File: config.mk
export PLATFORM = sky130hd
export DESIGN_NAME = rom_spi_write_responder
export DESIGN_NICKNAME = d
export VERILOG_FILES = /design/src/rtl/rom_spi_write_responder_pkg.sv /design/src/rtl/rom_spi_write_responder_spi_shift_tx.sv /design/src/rtl/rom_spi_write_responder.sv
export SDC_FILE = /design/constraint.sdc
export NUM_CORES = 1
export LEC_CHECK = 0
export CORE_MARGIN = 3
export CORE_UTILIZATION = 45
export DETAILED_ROUTE_END_ITERATION = 7
export PLACE_DENSITY = 0.67
export SYNTH_ARGS = -nofsm -noshare
export SYNTH_HDL_FRONTEND = slang
export SYNTH_SLANG_ARGS = --single-unit
File: constraint.sdc
create_clock -name clk -period 4.78 [get_ports clk]
set_clock_uncertainty 0.15 [all_clocks]
set_input_delay 0.478 -clock clk [delete_from_list [all_inputs] [get_ports clk]]
set_output_delay 0.478 -clock clk [all_outputs]
set_load 0.02 [all_outputs]
File: src/rtl/rom_spi_write_responder_pkg.sv
// Shared types and constants for the ROM SPI write responder.
// Holds the FSM encoding, SRAM opcodes and frame sizing helpers.
package rom_spi_pkg;

    typedef enum logic [2:0] {
        INIT_SHIFT,
        INIT_GAP,
        IDLE,
        WR_SHIFT,
        WR_GAP
    } state_t;

    localparam logic [7:0] CMD_WRITE_DEF = 8'h02;
    localparam logic [7:0] CMD_WRMR_DEF  = 8'h01;
    localparam logic [7:0] MODE_SEQ_DEF  = 8'h40;

    localparam int SRAM_ADDR_BYTES = 3;
    localparam int SHIFT_MAX       = 64;
    localparam int CNT_W           = 7;

    function automatic int wr_bits(input int data_width);
        return 8 + 8 * SRAM_ADDR_BYTES + data_width;
    endfunction

endpackage

File: src/rtl/rom_spi_write_responder_spi_shift_tx.sv
// SPI mode-0 transmitter at clk/2: MSB-first from a left-aligned word.
// Owns the sclk phase toggle and the remaining-bit counter.
module spi_shift_tx
    import rom_spi_pkg::*;
(
    input  logic                 clk,
    input  logic                 reset,
    input  logic                 load,
    input  logic [SHIFT_MAX-1:0] word,
    input  logic [CNT_W-1:0]     bits,
    output logic                 sclk,
    output logic                 mosi,
    output logic                 done
);

    logic [SHIFT_MAX-1:0] shreg_q;
    logic [CNT_W-1:0]     cnt_q;
    logic                 phase_q;
    logic                 active_q;

    always_ff @(posedge clk or negedge reset) begin
        if (!reset) begin
            shreg_q  <= '0;
            cnt_q    <= '0;
            phase_q  <= 1'b0;
            active_q <= 1'b0;
        end else if (load) begin
            shreg_q  <= word;
            cnt_q    <= bits;
            phase_q  <= 1'b0;
            active_q <= (bits != '0);
        end else if (active_q) begin
            phase_q <= ~phase_q;
            // Advance only after the SRAM has seen the rising edge
            if (phase_q) begin
                shreg_q <= shreg_q << 1;
                cnt_q   <= cnt_q - CNT_W'(1);
                if (cnt_q == CNT_W'(1))
                    active_q <= 1'b0;
            end
        end
    end

    assign sclk = active_q & phase_q;
    assign mosi = shreg_q[SHIFT_MAX-1];
    assign done = active_q & phase_q & (cnt_q == CNT_W'(1));

endmodule

File: src/rtl/rom_spi_write_responder.sv
// Loader-facing write responder: inits SPI SRAM mode, then
// turns each accepted rom_request into one SPI WRITE frame.
module rom_spi_write_responder
    import rom_spi_pkg::*;
#(
    parameter int         DATA_WIDTH    = 16,
    parameter int         ADDRESS_WIDTH = 16,
    parameter logic [7:0] CMD_WRITE     = CMD_WRITE_DEF,
    parameter logic [7:0] CMD_WRMR      = CMD_WRMR_DEF,
    parameter logic [7:0] MODE_SEQ      = MODE_SEQ_DEF,
    parameter int         CS_GAP        = 2
) (
    input  logic                     clk,
    input  logic                     reset,
    input  logic                     rom_request,
    input  logic [DATA_WIDTH-1:0]    rom_data,
    input  logic [ADDRESS_WIDTH-1:0] rom_address,
    output logic                     rom_busy,
    output logic                     rom_initialized,
    output logic                     spi_cs_n,
    output logic                     spi_sclk,
    output logic                     spi_mosi
);

    localparam int WR_BITS   = wr_bits(DATA_WIDTH);
    localparam int INIT_BITS = 16;
    localparam int ADDR_BITS = 8 * SRAM_ADDR_BYTES;
    localparam int GAP_W     = (CS_GAP > 1) ? $clog2(CS_GAP) : 1;

    state_t              state_q, state_d;
    logic                busy_q, busy_d;
    logic                init_q, init_d;
    logic                cs_n_q, cs_n_d;
    logic                pend_q, pend_d;
    logic [GAP_W-1:0]    gap_q, gap_d;

    logic                 tx_load;
    logic [SHIFT_MAX-1:0] tx_word;
    logic [CNT_W-1:0]     tx_bits;
    logic                 tx_done;

    logic [ADDR_BITS-1:0] byte_addr;
    logic [WR_BITS-1:0]   wr_raw;
    logic [SHIFT_MAX-1:0] wr_word;
    logic [SHIFT_MAX-1:0] init_word;

    assign byte_addr = ADDR_BITS'({rom_address, 1'b0});
    assign wr_raw    = {CMD_WRITE, byte_addr, rom_data};
    assign wr_word   = SHIFT_MAX'(wr_raw) << (SHIFT_MAX - WR_BITS);
    assign init_word = SHIFT_MAX'({CMD_WRMR, MODE_SEQ})
                       << (SHIFT_MAX - INIT_BITS);

    always_ff @(posedge clk or negedge reset) begin
        if (!reset) begin
            state_q <= INIT_SHIFT;
            busy_q  <= 1'b1;
            init_q  <= 1'b0;
            cs_n_q  <= 1'b1;
            pend_q  <= 1'b1;
            gap_q   <= '0;
        end else begin
            state_q <= state_d;
            busy_q  <= busy_d;
            init_q  <= init_d;
            cs_n_q  <= cs_n_d;
            pend_q  <= pend_d;
            gap_q   <= gap_d;
        end
    end

    always_comb begin
        state_d = state_q;
        busy_d  = busy_q;
        init_d  = init_q;
        cs_n_d  = cs_n_q;
        pend_d  = pend_q;
        gap_d   = gap_q;
        tx_load = 1'b0;
        tx_word = '0;
        tx_bits = '0;
        unique case (state_q)
            INIT_SHIFT: begin
                // Mode-register frame starts on the first edge out of reset
                if (pend_q) begin
                    tx_load = 1'b1;
                    tx_word = init_word;
                    tx_bits = CNT_W'(INIT_BITS);
                    cs_n_d  = 1'b0;
                    pend_d  = 1'b0;
                end else if (tx_done) begin
                    state_d = INIT_GAP;
                    cs_n_d  = 1'b1;
                    gap_d   = GAP_W'(CS_GAP - 1);
                end
            end
            INIT_GAP: begin
                if (gap_q == '0) begin
                    state_d = IDLE;
                    init_d  = 1'b1;
                    busy_d  = 1'b0;
                end else begin
                    gap_d = gap_q - GAP_W'(1);
                end
            end
            IDLE: begin
                if (rom_request && !busy_q) begin
                    tx_load = 1'b1;
                    tx_word = wr_word;
                    tx_bits = CNT_W'(WR_BITS);
                    busy_d  = 1'b1;
                    cs_n_d  = 1'b0;
                    state_d = WR_SHIFT;
                end
            end
            WR_SHIFT: begin
                if (tx_done) begin
                    state_d = WR_GAP;
                    cs_n_d  = 1'b1;
                    gap_d   = GAP_W'(CS_GAP - 1);
                end
            end
            WR_GAP: begin
                if (gap_q == '0) begin
                    state_d = IDLE;
                    busy_d  = 1'b0;
                end else begin
                    gap_d = gap_q - GAP_W'(1);
                end
            end
            default: state_d = INIT_SHIFT;
        endcase
    end

    spi_shift_tx u_tx (
        .clk   (clk),
        .reset (reset),
        .load  (tx_load),
        .word  (tx_word),
        .bits  (tx_bits),
        .sclk  (spi_sclk),
        .mosi  (spi_mosi),
        .done  (tx_done)
    );

    assign rom_busy        = busy_q;
    assign rom_initialized = init_q;
    assign spi_cs_n        = cs_n_q;

endmodule

==> flow_metrics.tcl, run 1 <==
set metrics [dict create \
    hold_class "reg2reg" \
    switchingPower_w 0.000661 \
    fin_nets 371 \
    gr-total-overflow 0 \
    synthArstFlopShare_pct 100 \
    setup-violations-final 0 \
    holdBufCountCts 1 \
    drt_first_pass_iters 4 \
    critPathKind "reg2reg" \
    finalSetupTns_ps 0 \
    antenna_found_initial 0 \
    wl_um 5740 \
    drt_first_iter_violations 114 \
    final_util_pct 57.4 \
    combPwrFrac_pct 28.8 \
    grt_pass1_wl_um 10200 \
    path_max_fanout 54 \
    max_slew.worst_pin.slew_ps 812 \
    regMostFlops "u_tx.shreg_q" \
    cts_resized 0 \
    finalPower_w 0.00205 \
    final_area_um2 3680 \
    cp.required_ps 4900 \
    areaGrowthSynthToFinish_pct 21.9 \
    synth_seq_area_share_pct 53.9 \
    largestRegisters "u_tx.shreg_q x48, u_tx.cnt_q x7, state_q x3" \
    p_clk_share_pct 28.2 \
    cp_cell_sequence "nand2_2, inv_2, buf_4, nand3_2, or3b_1, o211ai_2" \
    antenna_cells 0 \
    post_dp_cell_area_um2 3420 \
    coreArea_um2 6420 \
    layout_common_cells "nand2_1 (66), dfrtp_1 (62), clkdlybuf4s50_1 (38)" \
    worstSetupStartpointType "flop" \
    end_kind "flop" \
    synth_area_per_cell_um2 10.2 \
    grt_max_degree 55 \
    syn_nets 334 \
    rrSetupSlack_ps 2380 \
    final_cells 416 \
    n_fill_cell 555 \
    cts_tree "built" \
    timing.slew.headroom_pct 45.7 \
    antenna_left 0 \
    clk-insertion-delay-late_ps 340 \
    slew_violations 0 \
    yosysWarningCount 0 \
    critical_path_arrival_ps 2520 \
    vdd_drop_max_mv 0.296 \
    final_hold_viol_count 0 \
    gp_congestion 0.785 \
    netlist_area_um2 3020 \
    rsz0062_at_grt "false" \
    cts.sinks 65 \
    io_buffers 39 \
    cts.clk_slew.worst_paths_ps 70 \
    clockBufferDepth 2 \
    timing.final.crit_share_pct 50.2 \
    yosys.cell_types.count 40 \
    maxCapViolations 0 \
    grt_use_total_pct 17.2 \
    largest_reg_flops 48 \
    powerDensity_nw_per_um2 555 \
    htreeDepth 3 \
    ys.flop_type "dfrtp_1" \
    via_per_inst 5.15 \
    clock-root-buffer "clkbuf_8" \
    sequentialPowerShare_pct 43.0 \
    fmax_mhz 416 \
    seq_area_um2 1630 \
    critPathMaxStageDelay_ps 600 \
    synthCells 297 \
    dp.cells 399 \
    power_switching_share_pct 32.3 \
    die_y_um 88.0 \
    vias 2143 \
    cpMaxStageDelayCell "buf_4" \
    synth_seq_cells 65 \
    numCtsBuffers 9 \
    wire_per_inst_um 13.8 \
    io_pins 40 \
    cts_setup_buffers 0 \
    multi_input_area_um2 1270 \
    final_common_cell "nand2_1" \
    dp_hpwl_um 3660 \
    p_leak_nw 1.58 \
    num_rows 29 \
    initial_core_util_pct 47.1 \
    drc 0 \
    grt_pass1_vias 2197 \
    status "completed" \
    fin_crit_ps 2400 \
    synth_edf_count 0 \
    die_x_um 88.0 \
    drive_above_1_share_pct 9.14 \
    intPower_w 0.00139 \
    dieArea_um2 7740 \
]
==> routing by layer <==
metal  up-vias  share of wire, %  track usage, %
li1       1087                 -               -
met1      1009                48            22.2
met2        41                46            26.7
met3         6               5.2            6.21
met4         0               1.3            6.00
met5         -                 0               0
==> stage by stage <==
stage                     hold slack (ps)  setup WS, ps
after floorplan                      32.4          3160
after global placement                293          2140
after detailed placement              293          2050
after CTS                             314          2330
after global routing                  340          2160
final                                 308          2380
==> worst paths after layout <==
path	startpoint	to	cells past startpoint
worst max register to register	u_tx.phase_q	state_q[0]	6
min in group asynchronous	reset	u_tx.shreg_q[40]	2
worst max-delay path	u_tx.phase_q	state_q[0]	6
max in group asynchronous	reset	u_tx.phase_q	3
worst min register to register	rom_initialized	rom_initialized	1
worst min-delay path	rom_initialized	rom_initialized	1
==> layout make-up <==
cell class              instances  area share [%]
inverters                       4           0.407
clock inverters                 6            3.09
well taps                      77            2.61
flip-flops and latches         65            44.2
clock buffers                  10            3.74
repair buffers                 43            11.3
multi-input cells             211            34.6
==> power by group through the flow <==
stage	Clock [W]	Combinational [W]	Sequential, W
4_1_cts	0.000592	0.000601	0.000881
5_1_grt	0.000617	0.000670	0.000908
3_5_place_dp	0	0.000598	0.000889
3_3_place_gp	0	0.000583	0.000884
6_report	0.000578	0.000589	0.000880
2_1_floorplan	0	0.000485	0.000852
==> critical path, delay by kind of cell, from the launching register on <==
kind,cells,cell delay (ps)
flip-flops,1,410
buffers and inverters,2,710
AND/OR/NAND/NOR,3,960
AO/OA/AOI/OAI,1,80
==> synthesized netlist by cell type (all sizes together), types with 3 or more instances <==
master | count | area, um2
nand2 | 68 | 260
dfrtp | 62 | 1550
mux2i | 35 | 350
o21ai | 35 | 175
a21oi | 16 | 80.1
buf | 12 | 82.6
nor2 | 12 | 45.0
nor3 | 6 | 41.3
clkbuf | 5 | 21.3
nand3 | 5 | 30.0
inv | 4 | 15.0
xnor2 | 4 | 35.0
dfstp | 3 | 78.8
nor2b | 3 | 18.8
o31ai | 3 | 22.5
xor2 | 3 | 26.3
==> cell families (layout without fill, tap and decap cells) <==
logic type	count (synthesis)	after routing	share of synthesized area, %
muxes	35	35	11.6
and+or+nand+nor	103	103	15.8
buffers and inverters	21	63	3.93
AOI/OAI and AO/OA	64	64	11.9
DFF	65	65	53.9
adders and majority gates	2	2	0.828
xor gates and xnor gates	7	7	2.03
(Power assumes the default switching activity.)
==> run 2, diff against run 1 <==
Settings changed: PLACE_DENSITY 0.67 to 0.7.
Clock period 4.78 ns to 2.1 ns, I/O delays scaled along.
==> run 2 against run 1 <==
Compared with the run above: worst hold slack lost 47 ps; non-clock buffer count grew 9; worst setup slack lost 2200 ps; largest cell class unchanged; sequential power grew 120%; die area is the same; largest power group unchanged; highest routed layer unchanged.
==> flow_metrics.tcl, run 2 (synthesized netlist as in run 1, its figures left out) <==
set metrics [dict create \
    die_x_um 88.0 \
    io_pins 40 \
    timing.final.crit_share_pct 90.6 \
    timing.slew.headroom_pct 72.0 \
    grt_pass1_wl_um 10400 \
    grt_max_degree 66 \
    grt_use_total_pct 17.3 \
    vdd_drop_max_mv 0.572 \
    wire_per_inst_um 14.2 \
    hold_class "in2async" \
    end_kind "output pin" \
    fin_crit_ps 1900 \
    antenna_cells 0 \
    gr-total-overflow 0 \
    fmax_mhz 526 \
    coreArea_um2 6420 \
    cts.clk_slew.worst_paths_ps 70 \
    critPathMaxStageDelay_ps 610 \
    gp_congestion 0.773 \
    grt_pass1_vias 2245 \
    max_slew.worst_pin.slew_ps 420 \
    antenna_found_initial 0 \
    critPathKind "reg2out" \
    drt_first_pass_iters 4 \
    wl_um 6050 \
    final_hold_viol_count 0 \
    path_max_fanout 5 \
    largest_reg_flops 48 \
    die_y_um 88.0 \
    regMostFlops "u_tx.shreg_q" \
    drc 0 \
    p_leak_nw 1.61 \
    critical_path_arrival_ps 1540 \
    setup-violations-final 0 \
    crit_family "buffers and inverters" \
    largestRegisters "u_tx.shreg_q x48, u_tx.cnt_q x7, state_q x3" \
    vias 2211 \
    maxCapViolations 0 \
    clock-root-buffer "clkbuf_8" \
    antenna_left 0 \
    cts_resized 0 \
    drive_above_1_share_pct 11.2 \
    fin_nets 380 \
    final_common_cell "nand2_1" \
    cts.sinks 65 \
    clockBufferDepth 2 \
    areaGrowthSynthToFinish_pct 23.6 \
    dp_hpwl_um 4110 \
    numCtsBuffers 9 \
    initial_core_util_pct 47.1 \
    cp_cell_sequence "nand2_2, inv_2, clkdlybuf4s50_1" \
    cpMaxStageDelayCell "clkdlybuf4s50_1" \
    cts_tree "built" \
    num_rows 29 \
    cp.required_ps 1740 \
    clk-insertion-delay-late_ps 340 \
    htreeDepth 3 \
    via_per_inst 5.20 \
    layout_common_cells "nand2_1 (66), dfrtp_1 (62), clkdlybuf4s50_1 (38)" \
    cp_num_buf_inv 2 \
    drt_first_iter_violations 172 \
    n_fill_cell 571 \
    final_util_pct 58.2 \
    powerDensity_nw_per_um2 1190 \
    dieArea_um2 7740 \
    io_buffers 39 \
    status "completed" \
    rsz0062_at_grt "false" \
    finalSetupTns_ps 0 \
    slew_violations 0 \
    worstSetupStartpointType "flop" \
]
run 2: cell types whose count changed in the layout (fill, tap and decap cells not counted), sizes merged:
cell	change
buf	+9
clkinv	+2
inv	-1
clkbuf	+1
bufinv	-2
run 2: routing by layer:
metal  global-route usage (%)  up-vias  wire length [um]
met3                     3.01       10               255
met2                     27.8       44              2820
met4                     7.53        0               108
li1                         -     1105                 -
met5                        0        -                 0
met1                     23.1     1052              2860
run 2: final timing paths:
kind	start	endpoint	slack (ps)	cells after the start
setup / recovery	u_tx.active_q	spi_sclk	200	3
hold / removal	reset	u_tx.shreg_q[39]	260	3
setup reg to reg	u_tx.cnt_q[1]	state_q[0]	340	6
hold reg to reg	rom_initialized	rom_initialized	320	1
max in group asynchronous	reset	pend_q	1220	3
min in group clk	rom_address[8]	u_tx.shreg_q[41]	280	3
run 2: metrics by stage:
stage / cell area, um2 / setup WS, ps / instances / hold slack, ps / power, W
global placement: 3530 / 277 / 408 / 104 / 0.00338
CTS: 3730 / 167 / 425 / 264 / 0.00451
detailed placement: 3530 / 221 / 408 / 105 / 0.00345
floorplan: 3020 / 482 / 297 / -236 / 0.00304
finish: 3730 / 197 / 425 / 262 / 0.00446
global route: 3730 / 123 / 425 / 287 / 0.00479
run 2: tightest hold or removal path, cell delays in order:
cell	delay [ps]
dlygate4sd3_1	520
buf_2	120
buf_12	300
run 2: area by class of cell:
| cell class | instances | area, um2 | area share, % |
|---|---|---|---|
| clock buffers | 11 | 141 | 3.79 |
| well taps | 77 | 96.3 | 2.58 |
| multi-input cells | 211 | 1270 | 34.1 |
| repair buffers | 52 | 523 | 14.0 |
| clock inverters | 5 | 55.1 | 1.47 |
| flip-flops and latches | 65 | 1630 | 43.7 |
| inverters | 4 | 15.0 | 0.402 |
run 2: report_power, final:
part	internal, W	total (W)	switching (W)
Combinational	0.000688	0.00143	0.000747
Clock	0.000577	0.00105	0.000472
Sequential	0.00168	0.00198	0.000295
Total	0.00295	0.00446	0.00151
run 2: what timing repair did:
item	CTS	global route
setup endpoints to repair	0	0
hold buffers	1	0
setup buffers	0	0
hold endpoints to repair	62	0
==> run 3, diff against run 2 <==
Settings changed: CORE_MARGIN 3 to 5.
==> run 3 against run 2 <==
Compared with the run above: die area rose by 9.3%; sequential power barely moved; routed wire length is 2.7% lower; maximum frequency decreased by 1.4%; register-to-register slack about the same; combinational power grew 3%; largest power group unchanged.
==> flow_metrics.tcl, run 3 (synthesized netlist as in run 1, its figures left out) <==
set metrics [dict create \
    status "completed" \
    areaGrowthSynthToFinish_pct 26.5 \
    clockBufferDepth 2 \
    cpMaxStageDelayCell "clkdlybuf4s50_1" \
    dieArea_um2 8460 \
    post_dp_cell_area_um2 3540 \
    cts_tree "built" \
    largest_reg_flops 48 \
    cp_cell_sequence "nand2_2, inv_2, clkdlybuf4s50_1" \
    initial_core_util_pct 46.8 \
    htreeDepth 3 \
    dp_hpwl_um 3910 \
    fin_nets 378 \
    final_area_um2 3820 \
    grt_pass1_wl_um 10600 \
    die_x_um 92.0 \
    grt_max_degree 66 \
    gr-total-overflow 0 \
    rsz0062_at_grt "false" \
    clock-root-buffer "clkbuf_8" \
    numCtsBuffers 9 \
    pre_cts_ws_ps 163 \
    antenna_cells 0 \
    grt_use_total_pct 15.2 \
    antenna_left 0 \
    max_slew.worst_pin.slew_ps 412 \
    wire_per_inst_um 13.9 \
    finalSetupTns_ps 0 \
    largestRegisters "u_tx.shreg_q x48, u_tx.cnt_q x7, state_q x3" \
    rrSetupSlack_ps 350 \
    path_max_fanout 4 \
    worstSetupStartpointType "flop" \
    setup-violations-final 0 \
    num_rows 29 \
    cts.sinks 65 \
    finalPower_w 0.00487 \
    drt_first_pass_iters 4 \
    slew_violations 0 \
    fin_crit_ps 1930 \
    regMostFlops "u_tx.shreg_q" \
    n_fill_cell 548 \
    end_kind "output pin" \
    final_common_cell "nand2_1" \
    timing.rr.start "state_q[1]" \
    critical_path_arrival_ps 1570 \
    cts.clk_slew.worst_paths_ps 70 \
    r2r_cells 4 \
    gp_congestion 0.791 \
    antenna_found_initial 0 \
    vias 2221 \
    io_buffers 39 \
    drc 0 \
    cp.required_ps 1740 \
    powerDensity_nw_per_um2 1270 \
    finalWorstSetupSlack_ps 171 \
    coreArea_um2 6460 \
    drive_above_1_share_pct 11.0 \
    timing.final.crit_share_pct 91.9 \
    grt_pass1_vias 2305 \
    drt_first_iter_violations 88 \
    layout_common_cells "nand2_1 (66), dfrtp_1 (62), clkdlybuf4s50_1 (38)" \
    p_leak_nw 1.65 \
    final_hold_viol_count 0 \
    hold_class "in2async" \
    io_pins 40 \
    critPathKind "reg2out" \
    fmax_mhz 518 \
    wl_um 5890 \
    via_per_inst 5.25 \
    critPathMaxStageDelay_ps 630 \
    timing.slew.headroom_pct 72.3 \
    cts_resized 0 \
    clk-insertion-delay-late_ps 330 \
    r2r_end "u_tx.shreg_q[16]" \
    maxCapViolations 0 \
    vdd_drop_max_mv 0.693 \
    die_y_um 92.0 \
]
==> run 3: changes by cell type in the layout (fill, tap and decap cells not counted), sizes merged <==
| cell | previous run | this run |
|---|---|---|
| inv | 4 | 5 |
| clkinv | 2 | 1 |
| bufinv | 1 | 4 |
| clkinvlp | 2 | 0 |
| clkbuf | 11 | 10 |
| buf | 13 | 11 |
==> run 3: critical path, delay by kind of cell, from the launching register on <==
kind,cells,cell delay [ps]
AND/OR/NAND/NOR,1,80
flip-flops,1,410
buffers and inverters,2,750
==> run 3: area by class of cell <==
cell class | count | area [um2] | share of cell area, %
clock buffer | 10 | 138 | 3.60
clock inverter | 6 | 138 | 3.60
inverter | 4 | 15.0 | 0.393
multi-input combinational | 211 | 1270 | 33.3
sequential | 65 | 1630 | 42.6
tap | 77 | 96.3 | 2.52
timing repair buffer | 50 | 533 | 13.9
==> run 3: worst max path at each step <==
stage | startpoint | endpoint | slack [ps]
after floorplan | rom_busy | u_tx.cnt_q[0] | 480
after global placement | rom_request | u_tx.shreg_q[27] | 210
after detailed placement | rom_request | u_tx.shreg_q[26] | 160
after CTS | u_tx.active_q | spi_sclk | 140
after global routing | u_tx.phase_q | spi_sclk | 80
final | u_tx.active_q | spi_sclk | 170
==> run 3: power breakdown <==
part | internal [W] | switching [W] | total [W]
logic | 0.000715 | 0.000763 | 0.00148
clock network | 0.000948 | 0.000485 | 0.00143
registers | 0.00168 | 0.000283 | 0.00196
total | 0.00334 | 0.00153 | 0.00487
==> run 3: timing repair <==
item                                   4_1_cts  5_1_grt
endpoints found under the hold margin       62        0
buffers inserted                             0        0
hold buffers                                 1        0
==> run 3: through the flow <==
| stage | cells | utilization [%] | hold slack [ps] |
|---|---|---|---|
| CTS | 423 | 59.2 | 274 |
| global route | 423 | 59.2 | 294 |
| finish | 423 | 59.2 | 277 |
| detailed placement | 406 | 54.8 | 102 |
| floorplan | 297 | - | -236 |
| global placement | 406 | 54.8 | 104 |
==> run 3: routing by layer <==
metal | GRT usage, % | routed length [um]
met5 | 0 | 0
met4 | 5.32 | 59
met3 | 3.60 | 261
met2 | 25.4 | 2830
met1 | 19.5 | 2740
